### config.mk
export PLATFORM = sky130hd
export DESIGN_NAME = bram_stream_writer
export DESIGN_NICKNAME = d
export VERILOG_FILES = /design/src/rtl/bram_stream_writer.sv
export SDC_FILE = /design/constraint.sdc
export NUM_CORES = 1
export LEC_CHECK = 0
export ABC_AREA = 1
export CORE_AREA = 2 2 108 110
export DETAILED_ROUTE_END_ITERATION = 6
export DIE_AREA = 0 0 110 112
export GPL_TIMING_DRIVEN = 0
export HOLD_SLACK_MARGIN = 0.06
export PLACE_DENSITY = 0.84
export SLEW_MARGIN = 20
export SYNTH_ARGS = -nofsm -noshare
export SYNTH_HDL_FRONTEND = slang
export SYNTH_SLANG_ARGS = --single-unit
export TNS_END_PERCENT = 1
### constraint.sdc
create_clock -name clk -period 5 [get_ports clk]
set_input_delay 0.5 -clock clk [delete_from_list [all_inputs] [get_ports clk]]
set_output_delay 0.5 -clock clk [all_outputs]
set_load 0.005 [all_outputs]
### src/rtl/bram_stream_writer.sv
// Valid/ready stream of sample words into BRAM port A as a circular buffer, with full backpressure.
// Defining BRAM_WRITER_DROP_EN adds drop_count; words that arrive while full are then accepted and discarded.
module bram_stream_writer #(
  parameter int ADDR_WIDTH  = 16,
  parameter int DATA_WIDTH  = 64,
  parameter int DEPTH       = 8192,
  parameter int BLOCK_WORDS = 512,
  parameter int PTR_WIDTH   = $clog2(DEPTH) + 1
) (
  input  logic                  clk,
  input  logic                  rst,
  input  logic                  enable,
  input  logic                  clear,
  input  logic [DATA_WIDTH-1:0] s_data,
  input  logic                  s_valid,
  output logic                  s_ready,
  input  logic [PTR_WIDTH-1:0]  rd_ptr,
  output logic                  porta_en,
  output logic [7:0]            porta_we,
  output logic [ADDR_WIDTH-1:0] porta_addr,
  output logic [DATA_WIDTH-1:0] porta_din,
  output logic [PTR_WIDTH-1:0]  wr_ptr,
  output logic [PTR_WIDTH-1:0]  occupancy,
`ifdef BRAM_WRITER_DROP_EN
  output logic [31:0]           drop_count,
`endif
  output logic                  block_done,
  output logic                  ptr_err
);

  localparam int                   IDX_W    = PTR_WIDTH - 1;
  localparam logic [PTR_WIDTH-1:0] DEPTH_P  = PTR_WIDTH'(DEPTH);
  localparam logic [PTR_WIDTH-1:0] BLK_MASK = PTR_WIDTH'(BLOCK_WORDS - 1);

  typedef enum logic {IDLE, RUN} state_t;

  state_t                state_q, state_d;
  logic [PTR_WIDTH-1:0]  rd_q, rd_d;
  logic [PTR_WIDTH-1:0]  wr_ptr_q, wr_ptr_d, wr_inc;
  logic [PTR_WIDTH-1:0]  occ_q, occ_d;
  logic                  ptr_err_q, ptr_err_d;
  logic                  porta_en_q, porta_en_d;
  logic [ADDR_WIDTH-1:0] porta_addr_q, porta_addr_d;
  logic [DATA_WIDTH-1:0] porta_din_q, porta_din_d;
  logic                  block_done_q, block_done_d;
  logic                  full, fire, wr_en;

  // Occupancy is registered against the previous rd_q, so full can only lag a read, never a write.
  assign full = (occ_q >= DEPTH_P);

`ifdef BRAM_WRITER_DROP_EN
  assign s_ready = (state_q == RUN) && enable && !clear;
`else
  assign s_ready = (state_q == RUN) && enable && !clear && !full;
`endif

  assign fire   = s_valid && s_ready;
  assign wr_en  = fire && !full;
  assign wr_inc = wr_ptr_q + PTR_WIDTH'(1);

  always_comb begin
    state_d = state_q;
    if (clear) begin
      state_d = IDLE;
    end else begin
      case (state_q)
        IDLE:    if (enable)  state_d = RUN;
        RUN:     if (!enable) state_d = IDLE;
        default: state_d = IDLE;
      endcase
    end
  end

  always_comb begin
    rd_d         = rd_ptr;
    wr_ptr_d     = wr_ptr_q;
    porta_en_d   = 1'b0;
    porta_addr_d = porta_addr_q;
    porta_din_d  = porta_din_q;
    block_done_d = 1'b0;
    ptr_err_d    = ptr_err_q | (occ_q > DEPTH_P);
    if (wr_en) begin
      porta_en_d   = 1'b1;
      porta_addr_d = ADDR_WIDTH'({wr_ptr_q[IDX_W-1:0], 3'b000});
      porta_din_d  = s_data;
      wr_ptr_d     = wr_inc;
      block_done_d = ((wr_inc & BLK_MASK) == '0);
    end
    occ_d = wr_ptr_d - rd_q;
    if (clear) begin
      wr_ptr_d  = '0;
      occ_d     = '0;
      ptr_err_d = 1'b0;
    end
  end

  always_ff @(posedge clk) begin
    if (rst) begin
      state_q      <= IDLE;
      rd_q         <= '0;
      wr_ptr_q     <= '0;
      occ_q        <= '0;
      ptr_err_q    <= 1'b0;
      porta_en_q   <= 1'b0;
      porta_addr_q <= '0;
      porta_din_q  <= '0;
      block_done_q <= 1'b0;
    end else begin
      state_q      <= state_d;
      rd_q         <= rd_d;
      wr_ptr_q     <= wr_ptr_d;
      occ_q        <= occ_d;
      ptr_err_q    <= ptr_err_d;
      porta_en_q   <= porta_en_d;
      porta_addr_q <= porta_addr_d;
      porta_din_q  <= porta_din_d;
      block_done_q <= block_done_d;
    end
  end

`ifdef BRAM_WRITER_DROP_EN
  logic [31:0] drop_count_q, drop_count_d;

  always_comb begin
    drop_count_d = drop_count_q;
    if (clear) begin
      drop_count_d = '0;
    end else if (fire && full && (drop_count_q != '1)) begin
      drop_count_d = drop_count_q + 32'd1;
    end
  end

  always_ff @(posedge clk) begin
    if (rst) drop_count_q <= '0;
    else     drop_count_q <= drop_count_d;
  end

  assign drop_count = drop_count_q;
`endif

  assign porta_en   = porta_en_q;
  assign porta_we   = {8{porta_en_q}};
  assign porta_addr = porta_addr_q;
  assign porta_din  = porta_din_q;
  assign wr_ptr     = wr_ptr_q;
  assign occupancy  = occ_q;
  assign block_done = block_done_q;
  assign ptr_err    = ptr_err_q;

endmodule

==> results of run 1 <==
## area by class of cell
type / instances / area share
flip-flops and latches: 123 / 0.310
plain buffers: 42 / 0.0309
well taps: 143 / 0.0225
inverters: 59 / 0.0279
repair buffers: 199 / 0.251
clock buffers: 20 / 0.0587
multi-input cells: 453 / 0.279
clock inverters: 12 / 0.0203
## cell families after synthesis
logic type,count (synthesis),synth area share
buf+inv,101,0.0908
flops,123,0.479
xor+xnor,7,0.0119
fa+ha+maj,16,0.0404
compound gates,137,0.138
other cells,1,0.000730
simple gates,290,0.239
## routing by layer
layer | up-vias | track usage | share of wire
li1 | 2602 | - | -
met1 | 2363 | 0.307 | 0.40
met2 | 202 | 0.415 | 0.47
met3 | 51 | 0.0878 | 0.083
met4 | 0 | 0.135 | 0.041
met5 | - | 0 | 0
## per-stage QoR
stage	cell area, um^2	utilization	worst slack (ns)	power [mW]	hold slack (ns)
6_report	7950	0.711	1.84	2.46	0.462
5_1_grt	7950	0.711	1.61	2.54	0.474
4_1_cts	7950	0.711	1.89	2.47	0.463
3_5_place_dp	7320	0.655	1.49	1.20	0.454
3_3_place_gp	7320	0.655	1.52	1.20	0.449
2_1_floorplan	5150	-	2.42	1.09	0.460
## flip-flops by register name, indices dropped and copies added, names as in the netlist, 13 cells and up
signal      flops
rd_q           14
porta_din      64
occupancy      14
wr_ptr         14
porta_addr     13
## cell usage in the layout, fill, tap and decap left out, drive strengths merged, types with 2 or more instances in the layout
master	instances
nor2	47
inv	61
xnor2	2
clkinvlp	3
ha	15
buf	29
conb	3
and2	3
o31ai	2
or2	2
dfxtp	123
nand3	18
bufinv	3
clkinv	4
nand2	205
clkbuf	33
clkdlybuf4s50	199
nand4	6
o21ai	22
nor4	3
a211oi	2
a21oi	106
nor3	4
xor2	5
nand3b	2
## path summary, 6_finish.rpt
path | depth (start not counted) | slack, ns | to | start
setup / recovery | 15 | 1.84 | occupancy[12] | clear
hold / removal | 2 | 0.46 | porta_din[25] | porta_din[25]
setup reg to reg | 14 | 2.05 | occupancy[12] | occupancy[13]
hold reg to reg | 2 | 0.46 | porta_din[25] | porta_din[25]
## critical path: cells and delay by family
kind | cells | cell delay (ns)
compound gates | 1 | 0.48
fa+ha+maj | 2 | 0.66
buf+inv | 4 | 0.94
xor+xnor | 1 | 0.16
simple gates | 7 | 0.73
## power groups by stage
stage          sequential (mW)  clock (mW)  combinational (mW)
3_3_place_gp              1.03           0               0.169
6_report                  1.01        1.28               0.173
3_5_place_dp              1.03           0               0.171
4_1_cts                   1.01        1.30               0.173
2_1_floorplan             1.03           0              0.0640
5_1_grt                   1.01        1.34               0.189
==> metrics.cfg, run 1 <==
[logic_synthesis]
syn_area_per_cell_um2=7.61
synth_seq_area_share=0.479
synth.top_cells.by_count=200 x nand2_1, 123 x dfxtp_1, 106 x a21oi_1
synth_ff_type=dfxtp_1
yosys-top-cells-area=dfxtp_1 48%, nand2_1 15%, a21oi_1 10%, inv_1 4.2%, ha_1 3.7%
async_flop_share=0
synth_seq_cells=123
netlist_area_um2=5140
synth_top_area_frac=0.479
ys.warnings.count=0
synth_cells=675
yosys.cell_count.top_type=nand2_1
yosysTopAreaCell=dfxtp_1
synth_edf_count=0
ys_types=39

[global_routing]
grt_first_pass_wirelength_um=24500
grt_max_degree=17
grt_pass1_vias=5075
grt_overflow_total=0
antenna_found_initial=0
grtUsageTotal=0.260

[cts]
clkTransAtPathRegs_ns=0.06
clock_latency_ns=0.42
cts.htree.levels=4
cts_buffers=17
post_cts_buffers=0
clk_path_buf_depth=2
ctsResizeCount=0
cts_tree=done
hold_buffers=0
cts-root-buf=clkbuf_16
clock-sinks=123

[floorplanning]
io_pins=203
core_um2=11200
placementRows=39
start_util=0.460
dieArea_um2=12300
die_h_um=112
die_w_um=110

[hold_path]
hold_path.class=reg -> reg

[layout]
finalNonFillerCells=1051
antenna_cells=0
num-fill-cells=839
regArea_um2=2460
fin_nets=994
area_growth_pct=54.6
multi_input_area_um2=2220
layout-drive-gt1-share=0.0859

[drt]
drt_wl_total_um=15600
routedWlPerCell_um=14.8
ant_nets=0
vias=5218
drt-pass1-iter-count=5
drtIter0Drc=357
via_per_inst=4.96
drc=0

[power_and_ir_drop]
swShare=0.219
powerDensity_nw_per_um2=310
total_leakage_power_nw=3.12
p_seq_frac=0.409
p_switching_uw=538
irDropWorstVdd_v=0.000174
intPower_mw=1.92
pwr-share-clk=0.521
pwr-share-comb=0.070

[timing]
setup_violations=0
tightest_slew_ns=0.652
final_max_slew_viol_count=0
fin_skew_ns=0.00637
fin_crit_ns=3.16
period_share=0.631
hold_violations=0
tns_ns=0
slew_headroom=0.566
rsz0062_at_grt=false
fmax_mhz=317

[worst_setup_path]
worstPathMaxFanout=10
crit_path_frequent_cell=nand3_1
endpoint_kind=flip-flop
worstSetupPathType=in -> reg
required_ns=5.32
critPathLaunchType=input pin
worstPathArrival_ns=3.47
path_cells=clkdlybuf4s50_1, nor2_1, nand3_1, buf_6, buf_4, xnor2_1, inv_1, ha_1, fa_1, o31ai_1, nand3_1, nand3_1, nand2_1, nand2_1, nor2_1
crit_slowest_cell=o31ai_1
cp_slowest_stage_delay_ns=0.48

[placement]
port_buffers=199
gp_congestion=0.888
dp_hpwl_um=11600
placedCellCount=1019

[outcome]
outcome=completed

[run]
maxCapViolations=0

Note: power is estimated with default switching activity, not from simulation.
==> inputs of run 2 (changes only) <==
--- a/config.mk
+++ b/config.mk
@@ -6,12 +6,12 @@
 export NUM_CORES = 1
 export LEC_CHECK = 0
 export ABC_AREA = 1
-export CORE_AREA = 2 2 108 110
+export CORE_AREA = 2 2 118 120
 export DETAILED_ROUTE_END_ITERATION = 6
-export DIE_AREA = 0 0 110 112
+export DIE_AREA = 0 0 120 122
 export GPL_TIMING_DRIVEN = 0
 export HOLD_SLACK_MARGIN = 0.06
-export PLACE_DENSITY = 0.84
+export PLACE_DENSITY = 0.75
 export SLEW_MARGIN = 20
 export SYNTH_ARGS = -nofsm -noshare
 export SYNTH_HDL_FRONTEND = slang
==> constraint.sdc (replaced) <==
create_clock -name clk -period 2.9 [get_ports clk]
set_input_delay 0.29 -clock clk [delete_from_list [all_inputs] [get_ports clk]]
set_output_delay 0.29 -clock clk [all_outputs]
set_load 0.005 [all_outputs]
==> run 2 against run 1 <==
Net effect:
- combinational power increased by 75%
- cell count up 3.2%
- clock power up 54%
- global-route usage shrank 6.2 points
- clock skew barely moved
- sequential share of layout area hardly changed
- power grew 63%
- core utilization down 12 points
- critical path type is now reg -> reg
- largest power group unchanged
==> metrics.cfg, run 2 (synthesis results as in run 1) <==
[outcome]
outcome=completed

[timing]
fin_crit_ns=2.73
slew_headroom=0.541  ; -0.0248
hold_violations=0  ; unchanged
setup_violations=0  ; unchanged
final_max_slew_viol_count=0  ; unchanged
tightest_slew_ns=0.689  ; +0.0372 ns
period_share=0.942
fmax_mhz=366
fin_skew_ns=0.00673  ; +0.000361 ns
hold_slack_ns=0.395  ; -0.0669 ns
rsz0062_at_grt=false
layout_setup_ws_ns=0.168  ; -1.68 ns

[layout]
antenna_cells=0  ; unchanged
fin_nets=994  ; unchanged
area_growth_pct=54.8
final_cell_mix=200 x nand2_1, 199 x clkdlybuf4s50_1, 121 x dfxtp_1
finalNonFillerCells=1085  ; +3.2%
utilization=0.589  ; -0.122
largest_reg_flops=64  ; unchanged
layout-drive-gt1-share=0.0906  ; +0.00470
mostFrequentLayoutCell=nand2_1

[power_and_ir_drop]
powerDensity_nw_per_um2=504  ; +63%
pwr-share-comb=0.075  ; +0.005
intPower_mw=3.15  ; +64%
swShare=0.213  ; -0.00538
irDropWorstVdd_v=0.000348  ; +99%
total_leakage_power_nw=3.09  ; -0.96%
p_switching_uw=856  ; +59%
pwr-share-clk=0.492  ; -0.029
p_seq_frac=0.432  ; +0.023

[global_routing]
grt_first_pass_wirelength_um=22800  ; -7.3%
grt_overflow_total=0  ; unchanged
antenna_found_initial=0  ; unchanged
grt_pass1_vias=4469  ; -12%
grt_max_degree=17  ; unchanged
grtUsageTotal=0.198  ; -0.0619

[drt]
drt_wl_total_um=14800  ; -4.8%
via_per_inst=4.59  ; -7.6%
drt-pass1-iter-count=7  ; +2
ant_nets=0  ; unchanged
drc=0  ; unchanged
drtIter0Drc=298  ; -17%
vias=4976  ; -4.6%
routedWlPerCell_um=13.7  ; -7.8%

[cts]
cts-root-buf=clkbuf_16
clock-sinks=123  ; unchanged
clock_latency_ns=0.41  ; about the same
clk_path_buf_depth=2  ; unchanged
cts_buffers=17  ; unchanged
cts_tree=done
clkTransAtPathRegs_ns=0.05  ; about the same
post_cts_buffers=0  ; unchanged
cts.htree.levels=4  ; unchanged

[worst_setup_path]
path_cells=nor2_1, nand3_2, buf_6, buf_4, xnor2_1, inv_1, ha_1, fa_1, o31ai_4, nand3_1, nand3_1, nand2_1, nand2_1, nor2_1
worstSetupPathType=reg -> reg
crit_slowest_cell=fa_1
worstPathArrival_ns=3.03  ; -0.44 ns
cp_slowest_stage_delay_ns=0.50  ; +0.02 ns
worstPathMaxFanout=10  ; unchanged
critical_path.top_delay_family=adder cells
endpoint_kind=flip-flop
cp_num_buf_inv=3  ; -1
required_ns=3.20  ; -2.12 ns
critPathLaunchType=flip-flop

[floorplanning]
io_pins=203  ; unchanged
core_um2=13500  ; +21%
dieArea_um2=14600  ; +19%
start_util=0.381  ; -0.0794
die_w_um=120  ; +9.1%
placementRows=43  ; +10%
die_h_um=122  ; +8.9%

[placement]
gp_congestion=0.890  ; +0.27%
port_buffers=199  ; unchanged
placedCellCount=1056  ; +3.6%
dp_hpwl_um=11200  ; -3.8%
dp_slack_ns=-0.415  ; -1.90 ns

[hold_path]
hold_path.class=in -> reg

[run]
maxCapViolations=0  ; unchanged

[run 2: worst register-to-register path, stage by stage, from the launching register on]
cell and delay, ns:
dfxtp_1 0.34, nor2_1 0.13, nand3_2 0.15, buf_6 0.18
buf_4 0.19, xnor2_1 0.14, inv_1 0.08, ha_1 0.20
fa_1 0.50, o31ai_4 0.34, nand3_1 0.12, nand3_1 0.12
nand2_1 0.05, nand2_1 0.05, nor2_1 0.05
[run 2: final timing paths]
kind                            cells after the start  slack [ns]           from            end
worst max-delay path                               14        0.17  occupancy[13]  occupancy[12]
worst min-delay path                                3        0.40      rd_ptr[2]        rd_q[2]
worst max register to register                     14        0.17  occupancy[13]  occupancy[12]
worst min register to register                      2        0.46  porta_din[16]  porta_din[16]
[run 2: area by class of cell]
class / instances / area [um^2]
sequential: 123 / 2470
buffer: 42 / 250
clock inverter: 9 / 100
tap: 180 / 225
inverter: 59 / 221
timing repair buffer: 199 / 1990
multi-input combinational: 453 / 2260
clock buffer: 20 / 447
fill: 1185 / 5550
[run 2: through the flow]
stage,area (um^2),total power [mW],setup TNS (ns)
2_1_floorplan,5150,1.88,0
3_3_place_gp,7360,2.06,-2.53
3_5_place_dp,7360,2.06,-2.56
4_1_cts,7920,4.03,0
5_1_grt,7960,4.16,0
6_report,7960,4.01,0
[run 2: layer usage]
metal | global-route usage | part of all wire | vias to the layer above
li1 | - | - | 2590
met1 | 0.251 | 0.44 | 2196
met2 | 0.313 | 0.46 | 166
met3 | 0.0646 | 0.072 | 24
met4 | 0.0801 | 0.023 | 0
met5 | 0 | 0 | -
[run 2: timing repair]
| action | 4_1_cts | 5_1_grt |
|---|---|---|
| endpoints found under the setup margin | 1 | 8 |
| gates resized for setup | 1 | 15 |
| hold endpoints to repair | 0 | 0 |
| hold buffers | 0 | 0 |
| cloned | 0 | 0 |
[run 2: power groups by stage]
stage	Sequential, mW	Clock, mW	Combinational [mW]
2_1_floorplan	1.77	0	0.110
3_3_place_gp	1.77	0	0.294
3_5_place_dp	1.77	0	0.294
4_1_cts	1.73	2.00	0.297
5_1_grt	1.74	2.09	0.332
6_report	1.73	1.97	0.302
==> inputs of run 3 (changes only) <==
--- a/config.mk
+++ b/config.mk
@@ -5,7 +5,6 @@
 export SDC_FILE = /design/constraint.sdc
 export NUM_CORES = 1
 export LEC_CHECK = 0
-export ABC_AREA = 1
 export CORE_AREA = 2 2 118 120
 export DETAILED_ROUTE_END_ITERATION = 6
 export DIE_AREA = 0 0 120 122
==> run 3 against run 2 <==
Net effect:
- sequential share of layout area fell by 0.73 points
- synthesized cell count shrank 10%
- area after synthesis is 1.3% lower
- power is 6.8% higher
- critical path depth decreased by 2
- setup slack got worse by 0.080 ns
- highest routed layer unchanged
==> metrics.cfg, run 3 <==
[floorplanning]
core_um2=13500  ; unchanged
die_h_um=122  ; unchanged
die_w_um=120  ; unchanged
dieArea_um2=14600  ; unchanged
io_pins=203  ; unchanged
start_util=0.376  ; -0.00510
placementRows=43  ; unchanged

[layout]
mostFrequentLayoutCell=clkdlybuf4s50_1
fin_nets=935  ; -5.9%
num-fill-cells=1178  ; -0.59%
utilization=0.605  ; +0.0157
final_cell_mix=197 x clkdlybuf4s50_1, 168 x nand2_1, 116 x dfxtp_1
largest_reg_flops=64  ; unchanged
layout-drive-gt1-share=0.120  ; +0.0295
area_growth_pct=61.1
antenna_cells=0  ; unchanged

[worst_setup_path]
required_ns=3.23  ; +0.03 ns
crit_slowest_cell=o31ai_2
worstSetupPathType=reg -> reg
cp_num_buf_inv=2  ; -1
worstPathMaxFanout=4  ; -6
critPathLaunchType=flip-flop
critical_path.top_delay_family=simple AND/OR/NAND/NOR gates
cp_slowest_stage_delay_ns=0.35  ; -0.15 ns
path_cells=and4bb_4, and2_4, buf_12, mux2i_4, inv_1, ha_1, nor2b_1, o31ai_2, a211oi_2, o21ai_1, a21oi_2, nor3b_2
worstPathArrival_ns=3.14  ; +0.11 ns
endpoint_kind=flip-flop

[power_and_ir_drop]
irDropWorstVdd_v=0.000289  ; -17%
p_switching_uw=863  ; +0.81%
pwr-share-comb=0.074  ; about the same
p_seq_frac=0.405  ; -0.027
pwr-share-clk=0.521  ; +0.029
total_power_mw=4.28  ; +6.8%
powerDensity_nw_per_um2=524  ; +4.1%
swShare=0.201  ; -0.0120
total_leakage_power_nw=3.10  ; +0.36%
intPower_mw=3.42  ; +8.4%

[logic_synthesis]
yosysTopAreaCell=dfxtp_1
synth_seq_cells=123  ; unchanged
yosys-top-cells-area=dfxtp_1 49%, nand2_1 13%, a21oi_1 8.6%, ha_1 3.7%, xnor2_1 2.8%
netlist_area_um2=5070  ; -1.3%
ys.warnings.count=0  ; unchanged
async_flop_share=0  ; unchanged
synth_seq_area_share=0.486  ; +0.00650
synth_ff_type=dfxtp_1
syn_area_per_cell_um2=8.38  ; +10%
yosys.cell_count.top_type=nand2_1
synth_top_area_frac=0.486  ; +0.00650
synth_cells=605  ; -10%
synth.top_cells.by_count=169 x nand2_1, 123 x dfxtp_1, 87 x a21oi_1
ys_types=45  ; +15%
synth_edf_count=0  ; unchanged

[cts]
cts-root-buf=clkbuf_16
clkTransAtPathRegs_ns=0.05  ; about the same
clock-sinks=123  ; unchanged
cts.htree.levels=4  ; unchanged
hold_buffers=0  ; unchanged
cts_tree=done
clk_path_buf_depth=2  ; unchanged
cts_buffers=17  ; unchanged
clock_latency_ns=0.41  ; about the same

[timing]
layout_setup_ws_ns=0.0880  ; -0.0799 ns
tns_ns=0  ; unchanged
fmax_mhz=356  ; -2.8%
hold_slack_ns=0.178  ; -0.217 ns
slew_headroom=0.603  ; +0.0619
fin_crit_ns=2.81  ; +0.0799 ns
final_max_slew_viol_count=0  ; unchanged
tightest_slew_ns=0.591  ; -0.0982 ns
setup_violations=0  ; unchanged
fin_skew_ns=0.00474  ; -0.00199 ns
period_share=0.970  ; +0.0275
hold_violations=0  ; unchanged

[global_routing]
grtUsageTotal=0.195  ; -0.00343
grt_overflow_total=0  ; unchanged
grt_max_degree=17  ; unchanged
grt_pass1_vias=4329  ; -3.1%
grt_first_pass_wirelength_um=22000  ; -3.3%
antenna_found_initial=0  ; unchanged

[placement]
dp_hpwl_um=10300  ; -7.6%
port_buffers=199  ; unchanged
dp_slack_ns=-0.988  ; -0.572 ns
gp_congestion=0.850  ; -4.6%

[drt]
drt-pass1-iter-count=4  ; -3
vias=4785  ; -3.8%
drt-met1-wl_um=6320  ; -3.8%
ant_nets=0  ; unchanged
routedWlPerCell_um=14.0  ; +2.5%
drtIter0Drc=227  ; -24%
dr_wl_met2_um=6820  ; -0.70%
drt_wl_total_um=14400  ; -2.8%
highest_layer=met4
drc=0  ; unchanged
wl_met3_um=1010  ; -5.4%
via_per_inst=4.65  ; +1.4%

[outcome]
outcome=completed

[run]
maxCapViolations=0  ; unchanged

[hold_path]
hold_path.class=in -> reg

==> run 3: changes by cell type after synthesis, moves of 8 or more <==
| cell | delta |
|---|---|
| and2_1 | +14 |
| nand2_1 | -31 |
| xnor2_1 | +14 |
| inv_1 | -41 |
| o21ai_0 | -15 |
| nor2_1 | -21 |
| nor2b_1 | +17 |
| nor3_1 | +8 |
| a21oi_1 | -19 |
==> run 3: final cells by class <==
class | count | area, um^2 | share of cell area
well taps | 180 | 225 | 0.0276
multi-input cells | 422 | 2400 | 0.293
clock buffers | 26 | 529 | 0.0648
flip-flops and latches | 123 | 2470 | 0.303
inverters | 17 | 63.8 | 0.00781
clock inverters | 6 | 105 | 0.0129
repair buffers | 211 | 2090 | 0.255
plain buffers | 44 | 290 | 0.0355
==> run 3: per-layer routing <==
layer | up-vias | GRT usage
met2 | 173 | 0.304
met1 | 2146 | 0.249
met4 | 0 | 0.0846
met5 | - | 0
met3 | 25 | 0.0604
li1 | 2441 | -
==> run 3: power by group through the flow <==
stage / registers [mW] / logic, mW / clock network (mW)
finish: 1.73 / 0.317 / 2.23
global route: 1.74 / 0.341 / 2.35
CTS: 1.74 / 0.309 / 2.27
detailed placement: 1.77 / 0.292 / 0
global placement: 1.77 / 0.292 / 0
floorplan: 1.77 / 0.113 / 0
==> run 3: logic make-up (layout without fill, tap and decap cells) <==
family          count (synthesis)  count (layout)  share of synthesized area
compound gates                112             112                      0.123
xor+xnor                       22              22                     0.0407
fa+ha+maj                      16              16                     0.0410
buf+inv                        62             304                     0.0656
flops                         123             123                      0.486
mux                             2               2                    0.00395
other cells                     1               3                   0.000739
simple gates                  267             267                      0.240
==> run 3: final timing paths <==
kind / start / to / slack [ns] / cells past startpoint
min: enable / state_q / 0.18 / 2
max reg2reg: occupancy[13] / occupancy[11] / 0.09 / 12
max: occupancy[13] / occupancy[11] / 0.09 / 12
min reg2reg: porta_addr[8] / porta_addr[8] / 0.45 / 2
==> run 3: repair_timing <==
item                                    in CTS  in global routing
endpoints found under the setup margin       9                  8
resized for setup                           19                 20
pin swaps                                    4                  9
gates cloned                                 0                  0
setup buffers                                5                  7
==> run 3: metrics by stage <==
stage | instances | area, um^2
after CTS | 1022 | 8040
after detailed placement | 986 | 7300
after global placement | 986 | 7300
after global routing | 1029 | 8170
final | 1029 | 8170
after floorplan | 607 | 5080
